==> src/rtl/fir_pkg.sv <==
// rtl/fir_pkg.sv - shared FIR types and default sizes
package fir_pkg;

  localparam int FIR_TAPS_DEF   = 4;
  localparam int FIR_DATA_W_DEF = 16;

  typedef enum logic [1:0] {
    IDLE  = 2'd0,
    LOAD  = 2'd1,
    RUN   = 2'd2,
    FLUSH = 2'd3
  } fir_ctrl_state_t;

endpackage

==> src/rtl/fir_stream_ctrl_rate_divider.sv <==
// rtl/fir_stream_ctrl_rate_divider.sv - programmable sample-period counter
module rate_divider #(
  parameter int DIV_W = 8
) (
  input  logic             clk_i,
  input  logic             rst_ni,
  input  logic             en_i,
  input  logic             clr_i,
  input  logic             load_i,
  input  logic [DIV_W-1:0] div_i,
  output logic             tick_o
);

  logic [DIV_W-1:0] div_q;
  logic [DIV_W-1:0] cnt_q;
  logic [DIV_W-1:0] cnt_d;

  // A period of div_q+1 cycles; div_q=0 ticks every cycle.
  assign tick_o = (cnt_q == div_q);
  assign cnt_d  = tick_o ? '0 : cnt_q + 1'b1;

  // Period is captured once per run and ignored afterwards.
  always_ff @(posedge clk_i or negedge rst_ni) begin
    if (!rst_ni) begin
      div_q <= '0;
    end else if (load_i) begin
      div_q <= div_i;
    end
  end

  // Phase counter: held at zero while cleared, frozen while disabled.
  always_ff @(posedge clk_i or negedge rst_ni) begin
    if (!rst_ni) begin
      cnt_q <= '0;
    end else if (clr_i) begin
      cnt_q <= '0;
    end else if (en_i) begin
      cnt_q <= cnt_d;
    end
  end

endmodule

==> src/rtl/fir_stream_ctrl.sv <==
// rtl/fir_stream_ctrl.sv - FIR sequencer: coefficient load, paced sample run, zero flush
module fir_stream_ctrl
  import fir_pkg::*;
#(
  parameter  int TAPS   = FIR_TAPS_DEF,
  parameter  int DATA_W = FIR_DATA_W_DEF,
  parameter  int DIV_W  = 8,
  localparam int AW     = (TAPS > 1) ? $clog2(TAPS) : 1
) (
  input  logic              clk_i,
  input  logic              rst_ni,
  input  logic              en_i,
  input  logic              start_i,
  input  logic              stop_i,
  input  logic [DIV_W-1:0]  div_i,
  input  logic [DATA_W-1:0] coef_in_i,
  input  logic              coef_valid_i,
  output logic              coef_ready_o,
  input  logic [DATA_W-1:0] src_data_i,
  input  logic              src_valid_i,
  output logic              src_ready_o,
  output logic              fir_strobe_o,
  output logic [DATA_W-1:0] fir_data_o,
  output logic              fir_coef_we_o,
  output logic [AW-1:0]     fir_coef_addr_o,
  output logic [DATA_W-1:0] fir_coef_data_o,
  output logic              busy_o,
  output logic              done_o
);

  localparam logic [AW-1:0] LAST = AW'(TAPS - 1);

  fir_ctrl_state_t   state_q;
  logic [AW-1:0]     idx_q;
  logic [AW-1:0]     flush_q;
  logic              strobe_q;
  logic [DATA_W-1:0] data_q;
  logic              we_q;
  logic [AW-1:0]     caddr_q;
  logic [DATA_W-1:0] cdata_q;
  logic              busy_q;
  logic              done_q;
  logic              running;
  logic              div_tick;

  assign running = (state_q == RUN) || (state_q == FLUSH);

  rate_divider #(
    .DIV_W (DIV_W)
  ) u_div (
    .clk_i  (clk_i),
    .rst_ni (rst_ni),
    .en_i   (en_i && running),
    .clr_i  (!running),
    .load_i (en_i && (state_q == IDLE) && start_i),
    .div_i  (div_i),
    .tick_o (div_tick)
  );

  // Handshake readies are combinational so a transfer completes in the offered cycle.
  assign coef_ready_o = en_i && (state_q == LOAD);
  assign src_ready_o  = en_i && (state_q == RUN) && div_tick;

  // Strobes are masked while disabled so a held-over pulse never reaches the filter.
  assign fir_strobe_o    = strobe_q && en_i;
  assign fir_data_o      = data_q;
  assign fir_coef_we_o   = we_q && en_i;
  assign fir_coef_addr_o = caddr_q;
  assign fir_coef_data_o = cdata_q;
  assign busy_o          = busy_q;
  assign done_o          = done_q;

  // Sequencer FSM with index/flush counters and registered filter-side outputs.
  always_ff @(posedge clk_i or negedge rst_ni) begin
    if (!rst_ni) begin
      state_q  <= IDLE;
      idx_q    <= '0;
      flush_q  <= '0;
      strobe_q <= 1'b0;
      data_q   <= '0;
      we_q     <= 1'b0;
      caddr_q  <= '0;
      cdata_q  <= '0;
      busy_q   <= 1'b0;
      done_q   <= 1'b0;
    end else begin
      strobe_q <= 1'b0;
      we_q     <= 1'b0;
      done_q   <= 1'b0;
      if (en_i) begin
        unique case (state_q)
          IDLE: begin
            if (start_i) begin
              state_q <= LOAD;
              idx_q   <= '0;
              busy_q  <= 1'b1;
            end
          end
          LOAD: begin
            if (stop_i) begin
              state_q <= IDLE;
              busy_q  <= 1'b0;
            end else if (coef_valid_i) begin
              we_q    <= 1'b1;
              caddr_q <= idx_q;
              cdata_q <= coef_in_i;
              idx_q   <= idx_q + 1'b1;
              if (idx_q == LAST) begin
                state_q <= RUN;
              end
            end
          end
          RUN: begin
            if (div_tick && src_valid_i) begin
              strobe_q <= 1'b1;
              data_q   <= src_data_i;
            end
            if (stop_i) begin
              state_q <= FLUSH;
              flush_q <= '0;
            end
          end
          FLUSH: begin
            // The exit check sits one cycle after the last zero strobe so done follows it.
            if (flush_q == LAST) begin
              state_q <= IDLE;
              busy_q  <= 1'b0;
              done_q  <= 1'b1;
            end else if (div_tick) begin
              strobe_q <= 1'b1;
              data_q   <= '0;
              flush_q  <= flush_q + 1'b1;
            end
          end
        endcase
      end
    end
  end

endmodule

==> config.mk <==
export PLATFORM = sky130hd
export DESIGN_NAME = fir_stream_ctrl
export DESIGN_NICKNAME = d
export VERILOG_FILES = /design/src/rtl/fir_pkg.sv /design/src/rtl/fir_stream_ctrl_rate_divider.sv /design/src/rtl/fir_stream_ctrl.sv
export SDC_FILE = /design/constraint.sdc
export NUM_CORES = 1
export LEC_CHECK = 0
export CAP_MARGIN = 5
export CORE_UTILIZATION = 55
export DETAILED_ROUTE_END_ITERATION = 10
export DONT_BUFFER_PORTS = 1
export PLACE_DENSITY_LB_ADDON = 0.15
export SYNTH_ARGS = -nofsm -noshare
export SYNTH_HDL_FRONTEND = slang
export SYNTH_SLANG_ARGS = --single-unit
==> constraint.sdc <==
create_clock -name clk_i -period 2.7 [get_ports clk_i]
set_clock_uncertainty 0.1 [all_clocks]
set_input_delay 0.54 -clock clk_i [delete_from_list [all_inputs] [get_ports clk_i]]
set_output_delay 0.54 -clock clk_i [all_outputs]
set_load 0.005 [all_outputs]
==> qor.csv, run 1 <==
stage,metric,value,unit
clock_network,worst-skew pair later-pin latency,0.32,ns
grt,gr ovfl total,0,
clock_network,H-tree levels,3,
setup_path,crit path launch type,register,
logic_synthesis,library cells used by synthesis,42,
logic_synthesis,Ys Warns,0,
final_layout,fraction of layout cells with a size suffix above 1,19.5,%
logic_synthesis,Syn Inst Count,249,
floorplanning,Ports,87,
timing,max frequency,424,MHz
final_layout,n_diodes,0,
final_layout,Final nets,307,
final_layout,final core occ,64.6,%
timing,setup TNS,0,ns
final_layout,fill count,400,
detailed_routing,Final ANT Viol Nets,0,
floorplanning,Placeable Area,4820,µm²
detailed_routing,final wirelength,5.19,mm
outcome,status,completed,
pwr,Max VDD drop,0.433,mV
placed_design,routability cong.,0.790,
placed_design,port bufs,0,
logic_synthesis,Post-synth ARST share,100,%
clock_network,CTS resizes,0,
logic_synthesis,Post-synth EDFFs,0,
flow_run,Max Cap Viol,0,
worst_hold_path,Hold Crit Start,en_i,
floorplanning,Die ar.,5430,µm²
clock_network,Root Buffer,clkbuf_8,
grt,first-pass GRT wire length,8.26,mm
grt,initial antenna violation count,0,
clock_network,CTS Buffer Depth,2,
timing,min Tclk post-route,2.36,ns
floorplanning,Initial Utilization,58.6,%
floorplanning,row cnt,25,
timing,Max Slew Vio Count,0,
logic_synthesis,#FFs+latches synth,60,
clock_network,"Clk pin slew, worst setup/hold paths",0.06,ns
logic_synthesis,Mapped Nets,299,
timing,Hold Fails Final Rpt,0,
detailed_routing,DRT Pass-1 Iters,4,
detailed_routing,vias per cell,5.66,
logic_synthesis,synthesized area per cell,11.3,µm²
detailed_routing,detailed-route DRC error count,0,
setup_path,critical path type,register to output pin,
timing,Slew headroom,72.7,%
clock_network,CTS Hold Bufs,2,
grt,largest net degree at the start of global routing,61,
worst_hold_path,Hold WC Path Type,primary input to register,
pwr,Sw Ratio,32.6,%
pwr,P_leak,1.48,nW
timing,RSZ-0062 raised after global routing,false,
pwr,PD cells,860,nW/µm²
setup_path,Worst Setup End Kind,output pin,
setup_path,worst reg2reg startpoint,u_div.cnt_q[5]$_DFFE_PN0P_,
logic_synthesis,top_reg_cell synth,dfrtp_1,
detailed_routing,average routed wire per standard cell,15.8,µm
clock_network,CTS tree,done,
pwr,Overall Power,2.68,mW
pwr,register share of total power,47.2,%
clock_network,Inserted Clock Buffers,9,
pwr,P_int,1.80,mW
setup_path,CP required,2.06,ns
detailed_routing,1st-iter DRT viols,134,
grt,GRT Total Usage,20.4,%
floorplanning,die height,73.7,µm
timing,worst hold slack,0.207,ns
setup_path,WP data arrival,1.72,ns
pwr,Clk pwr share,25.9,%
clock_network,CTS Sinks,60,
pwr,Comb power frac,26.9,%
final_layout,Area Overhead vs Synth,10.2,%
grt,vias in the first global route,1815,
placed_design,Post-DP HPWL,3.59,mm
timing,Slew @ Worst Pin,0.410,ns
timing,Final period util,87.4,%
detailed_routing,vias,1856,
clock_network,Post-CTS Setup Bufs,0,
logic_synthesis,Post-Syn Area,2820,µm²
floorplanning,Die Wd,73.7,µm
timing,final setup violation count,0,
setup_path,largest fanout on the critical path,7,
pwr,Net Sw Power,872,µW
setup_path,Setup crit start,u_div.cnt_q[5]$_DFFE_PN0P_,
logic_synthesis,sequential cell area fraction in the yosys report,53.2,%
## synthesized netlist by cell type (all sizes together), types with 3 or more instances
cell / count / area share (%)
mux2i: 17 / 6.0
nand2b: 7 / 1.6
nand2: 27 / 3.6
and4b: 3 / 1.1
clkbuf: 10 / 1.3
dfrtp: 60 / 53
o21ai: 11 / 1.9
nor2: 7 / 1.0
o22ai: 4 / 0.89
a211oi: 3 / 0.80
inv: 17 / 2.3
xnor2: 8 / 2.5
and3: 4 / 0.89
o211ai: 4 / 1.1
and2: 3 / 0.66
nand4: 5 / 1.3
ha: 3 / 1.3
mux2: 26 / 10
a21oi: 3 / 0.53
## flip-flops by register name, summed over array words and instances, names as in the netlist, named ones only
name and cells:
fir_coef_addr_o 2, fir_data_o 16, done_o 1, state_q 1
u_div.cnt_q 8, fir_coef_data_o 16, busy_o 1, flush_q 2
we_q 1, strobe_q 1, u_div.div_q 8, idx_q 2
## critical path, cell delays in order (launching register included)
cell,delay [ns]
dfrtp_1,0.43
xnor2_1,0.16
nand4_1,0.33
nor4_1,0.47
## cell type report
| cell class | count | area, µm² | area share, % |
|---|---|---|---|
| Sequential cell | 60 | 1500 | 48.2 |
| Timing Repair Buffer | 9 | 90.1 | 2.89 |
| Clock inverter | 2 | 10.0 | 0.322 |
| Clock buffer | 13 | 159 | 5.10 |
| Multi-Input combinational cell | 159 | 1200 | 38.6 |
| Inverter | 18 | 67.6 | 2.17 |
| Tap cell | 67 | 83.8 | 2.69 |
## cell families after synthesis
family                   share of synthesized area (%)
AND/OR/NAND/NOR                                   13.1
flip-flops                                        53.2
multiplexers                                      16.4
AO/OA/AOI/OAI                                     8.64
buffers and inverters                             4.30
XOR/XNOR                                          3.10
adder cells (fa/ha/maj)                           1.33
## power by group through the flow
stage | combinational [mW] | sequential (mW) | clock [mW]
2_1_floorplan | 0.599 | 1.21 | 0
3_3_place_gp | 0.690 | 1.27 | 0
3_5_place_dp | 0.701 | 1.28 | 0
4_1_cts | 0.728 | 1.27 | 0.713
5_1_grt | 0.817 | 1.29 | 0.744
6_report | 0.721 | 1.26 | 0.693
## layout by cell type, fill, tap and decap left out, types with 6 or more instances in the layout
cell type	instances
dfrtp_1	60
clkbuf_8	11
o21ai_0	11
mux2_2	26
nor2_1	6
xnor2_1	8
mux2i_1	17
inv_1	17
nand2_1	27
nand2b_1	7
buf_4	7
## through the flow
stage / setup slack, ns / cell area (µm²) / instances
floorplan: 0.669 / 2820 / 249
global placement: 0.706 / 2910 / 311
detailed placement: 0.666 / 2910 / 311
CTS: 0.319 / 3110 / 328
global route: 0.162 / 3110 / 328
finish: 0.341 / 3110 / 328
## metal layers
layer	GRT usage (%)	up-vias	part of all wire (%)
met4	9.40	0	0.73
met1	25.6	902	44
li1	-	883	-
met5	0	-	0
met3	6.31	8	7.3
met2	32.4	63	48
## path summary, 6_finish.rpt
check	to	slack [ns]	cells past startpoint
setup / recovery	src_ready_o	0.34	3
hold / removal	u_div.cnt_q[7]$_DFFE_PN0P_	0.21	1
setup reg to reg	fir_data_o[3]$_DFFE_PN0P_	0.63	5
hold reg to reg	u_div.div_q[3]$_DFFE_PN0P_	0.43	1
max in group asynchronous	fir_coef_data_o[15]$_DFFE_PN0P_	1.61	2
min in group asynchronous	u_div.div_q[4]$_DFFE_PN0P_	0.64	2
(Power assumes the default switching activity.)
==> run 2: changes to the inputs <==
ABC_CLOCK_PERIOD_IN_PS = 2700   (was not set)
SKIP_LAST_GASP = 1   (was not set)
==> results of run 2 <==
The final DEF is identical to that of run 1; final timing and power are the same.
==> run 3: changes to the inputs <==
ABC_AREA = 1   (was not set)
==> run 3 against run 2 <==
Effect of this change:
- clock-buffer cell count decreased by 1
- combinational power decreased by 62%
- sequential cell count unchanged
- hold slack improved by 0.016 ns
- maximum frequency increased by 7.0%
- wire length increased by 7.8%
- area after synthesis increased by 0.44%
- design area increased by 1.8%
- first-iteration DRC count increased by 14%
- register-to-register slack improved by 0.06 ns
- non-clock buffer count decreased by 4
- die area increased by 0.43%
==> qor.csv, run 3 <==
stage,metric,value,unit
timing,final setup violation count,0,
setup_path,crit path launch type,register,
detailed_routing,vias per cell,5.10,
clock_network,CTS resizes,0,
timing,Slew headroom,58.4,%
final_layout,Area Overhead vs Synth,11.7,%
logic_synthesis,most instantiated library cell after synthesis,nand2_1,
setup_path,critical path type,register to output pin,
clock_network,CTS Sinks,60,
setup_path,WP data arrival,1.57,ns
grt,first-pass GRT wire length,9.58,mm
logic_synthesis,sequential cell area fraction in the yosys report,52.9,%
clock_network,H-tree levels,3,
logic_synthesis,Mapped Nets,404,
floorplanning,Initial Utilization,58.5,%
logic_synthesis,top_reg_cell synth,dfrtp_1,
detailed_routing,WL met3,526,µm
detailed_routing,vias,2205,
grt,gr ovfl total,0,
placed_design,Area after DPL,2880,µm²
timing,RSZ-0062 raised after global routing,false,
clock_network,"Clk pin slew, worst setup/hold paths",0.07,ns
grt,initial antenna violation count,0,
detailed_routing,final wirelength,5.59,mm
detailed_routing,met1 WL,2.53,mm
outcome,status,completed,
timing,min Tclk post-route,2.21,ns
logic_synthesis,library cells used by synthesis,26,
floorplanning,die height,73.8,µm
placed_design,port bufs,0,
logic_synthesis,Syn Inst Count,354,
setup_path,crit path max-delay cell type,dfrtp_1,
pwr,Overall Power,2.34,mW
logic_synthesis,#FFs+latches synth,60,
final_layout,fill count,433,
logic_synthesis,Post-synth ARST share,100,%
logic_synthesis,synthesized area per cell,8.01,µm²
worst_hold_path,Hold Crit Start,coef_in_i[1],
setup_path,"Cell Chain, Critical Path",inv_1 > nand2_1 > nand2_1 > nand2_1 > nor2_1 > nand3_1 > nor2_1,
final_layout,Final nets,410,
detailed_routing,average routed wire per standard cell,12.9,µm
setup_path,Worst Setup End Kind,output pin,
logic_synthesis,Synth top area share,52.9,%
detailed_routing,Met2 Wirelength,2.39,mm
detailed_routing,DRT Pass-1 Iters,4,
pwr,Max VDD drop,0.376,mV
final_layout,most frequent cells in the layout,"135 x nand2_1, 60 x dfrtp_1, 33 x nor2_1",
grt,vias in the first global route,2177,
pwr,PD cells,737,nW/µm²
grt,GRT Total Usage,23.8,%
clock_network,worst-skew pair later-pin latency,0.33,ns
timing,Final period util,81.7,%
final_layout,fin area,3170,µm²
logic_synthesis,Ys Warns,0,
final_layout,n_diodes,0,
logic_synthesis,"top cells by count, synth","135 x nand2_1, 60 x dfrtp_1, 33 x nor2_1",
timing,max frequency,454,MHz
clock_network,CTS tree,done,
worst_hold_path,Hold WC Path Type,primary input to register,
logic_synthesis,Post-synth EDFFs,0,
setup_path,worst reg2reg startpoint,u_div.cnt_q[0]$_DFFE_PN0P_,
clock_network,CTS Buffer Depth,2,
setup_path,Setup crit start,u_div.cnt_q[0]$_DFFE_PN0P_,
setup_path,R2R setup slack,0.69,ns
floorplanning,Placeable Area,4850,µm²
floorplanning,Die Wd,73.8,µm
setup_path,crit-path most repeated cell,nand2_1,
placed_design,Post-DP HPWL,3.96,mm
floorplanning,Ports,87,
final_layout,Multi-input gate area,1130,µm²
setup_path,r2r worst-path depth,10,
logic_synthesis,Post-Syn Area,2840,µm²
worst_hold_path,hold endpoint,fir_coef_data_o[1]$_DFFE_PN0P_,
clock_network,Inserted Clock Buffers,9,
placed_design,routability cong.,0.854,
timing,Slew @ Worst Pin,0.617,ns
pwr,P_leak,1.76,nW
timing,Max Slew Vio Count,0,
logic_synthesis,dominant cell type by area after synthesis,dfrtp_1,
detailed_routing,detailed-route DRC error count,0,
timing,Hold Fails Final Rpt,0,
grt,largest net degree at the start of global routing,61,
final_layout,"most common cell after layout, fill and taps aside",nand2_1,
flow_run,Max Cap Viol,0,
setup_path,largest fanout on the critical path,6,
clock_network,Root Buffer,clkbuf_8,
final_layout,sequential cell area,1500,µm²
setup_path,CP required,2.06,ns
timing,setup TNS,0,ns
setup_path,"Largest stage delay, worst path",0.44,ns
final_layout,fraction of layout cells with a size suffix above 1,10.1,%
worst_hold_path,Hold Path Depth,2,
timing,worst hold slack,0.222,ns
floorplanning,row cnt,25,
floorplanning,Die ar.,5450,µm²
detailed_routing,Final ANT Viol Nets,0,
setup_path,Worst R2R End,fir_data_o[0]$_DFFE_PN0P_,
detailed_routing,top layer in use,met4,
detailed_routing,1st-iter DRT viols,153,
logic_synthesis,synth top area cells,"dfrtp_1 53%, nand2_1 18%, nand3_1 5.3%",
-- run 3: changes by cell type in the layout (fill, tap and decap cells not counted), sizes merged, moves of 7 or more --
| cell | change |
|---|---|
| nand2 | +112 |
| nand3 | +28 |
| nor2 | +28 |
| mux2 | -26 |
| inv | +20 |
| mux2i | -17 |
| nand2b | -7 |
-- run 3: report_power, final --
part | internal [mW] | switching (mW) | total [mW]
sequential | 0.975 | 0.0853 | 1.06
clock | 0.663 | 0.338 | 1.00
combinational | 0.115 | 0.160 | 0.275
-- run 3: worst max-delay path by stage --
stage / cells after the start / slack, ns / to
finish: 7 / 0.49 / src_ready_o
global route: 7 / 0.37 / src_ready_o
CTS: 7 / 0.48 / src_ready_o
detailed placement: 10 / 0.75 / fir_data_o[10]$_DFFE_PN0P_
global placement: 10 / 0.75 / fir_data_o[1]$_DFFE_PN0P_
floorplan: 5 / 1.03 / src_ready_o
-- run 3: repair_timing --
action | in CTS | in global routing
hold buffers | 2 | 0
hold endpoints to repair | 60 | 0
buffers inserted | 0 | 0
-- run 3: worst max-delay path: cells and delay by family (launching register included) --
family / cells / cell delay (ns)
flip-flops: 1 / 0.44
buffers and inverters: 1 / 0.08
AND/OR/NAND/NOR: 6 / 0.71
-- run 3: area by class of cell --
cell class / count / area share (%)
clock buffer: 12 / 4.90
clock inverter: 4 / 3.00
inverter: 38 / 4.50
multi-input combinational: 246 / 35.7
sequential: 60 / 47.4
tap: 67 / 2.65
timing repair buffer: 5 / 1.90
-- run 3: layer usage --
metal,GRT usage (%),up-vias
met5,0,-
met4,14.3,0
met3,7.82,14
met2,34.5,97
met1,31.2,991
li1,-,1103
-- run 3: cell families (layout without fill, tap and decap cells) --
| kind of cell | count (synthesis) | in the layout | share of synthesized area (%) |
|---|---|---|---|
| and+or+nand+nor | 214 | 214 | 31.4 |
| adders and majority gates | 3 | 3 | 1.32 |
| xor gates and xnor gates | 10 | 10 | 3.09 |
| buffers and inverters | 48 | 59 | 7.41 |
| AOI/OAI and AO/OA | 19 | 19 | 3.88 |
| DFF | 60 | 60 | 52.9 |
-- run 3: per-stage QoR --
stage	instances	utilization, %	setup WS (ns)
2_1_floorplan	354	-	1.03
3_3_place_gp	414	59.4	0.753
3_5_place_dp	414	59.4	0.753
4_1_cts	432	65.3	0.485
5_1_grt	432	65.3	0.370
6_report	432	65.3	0.495
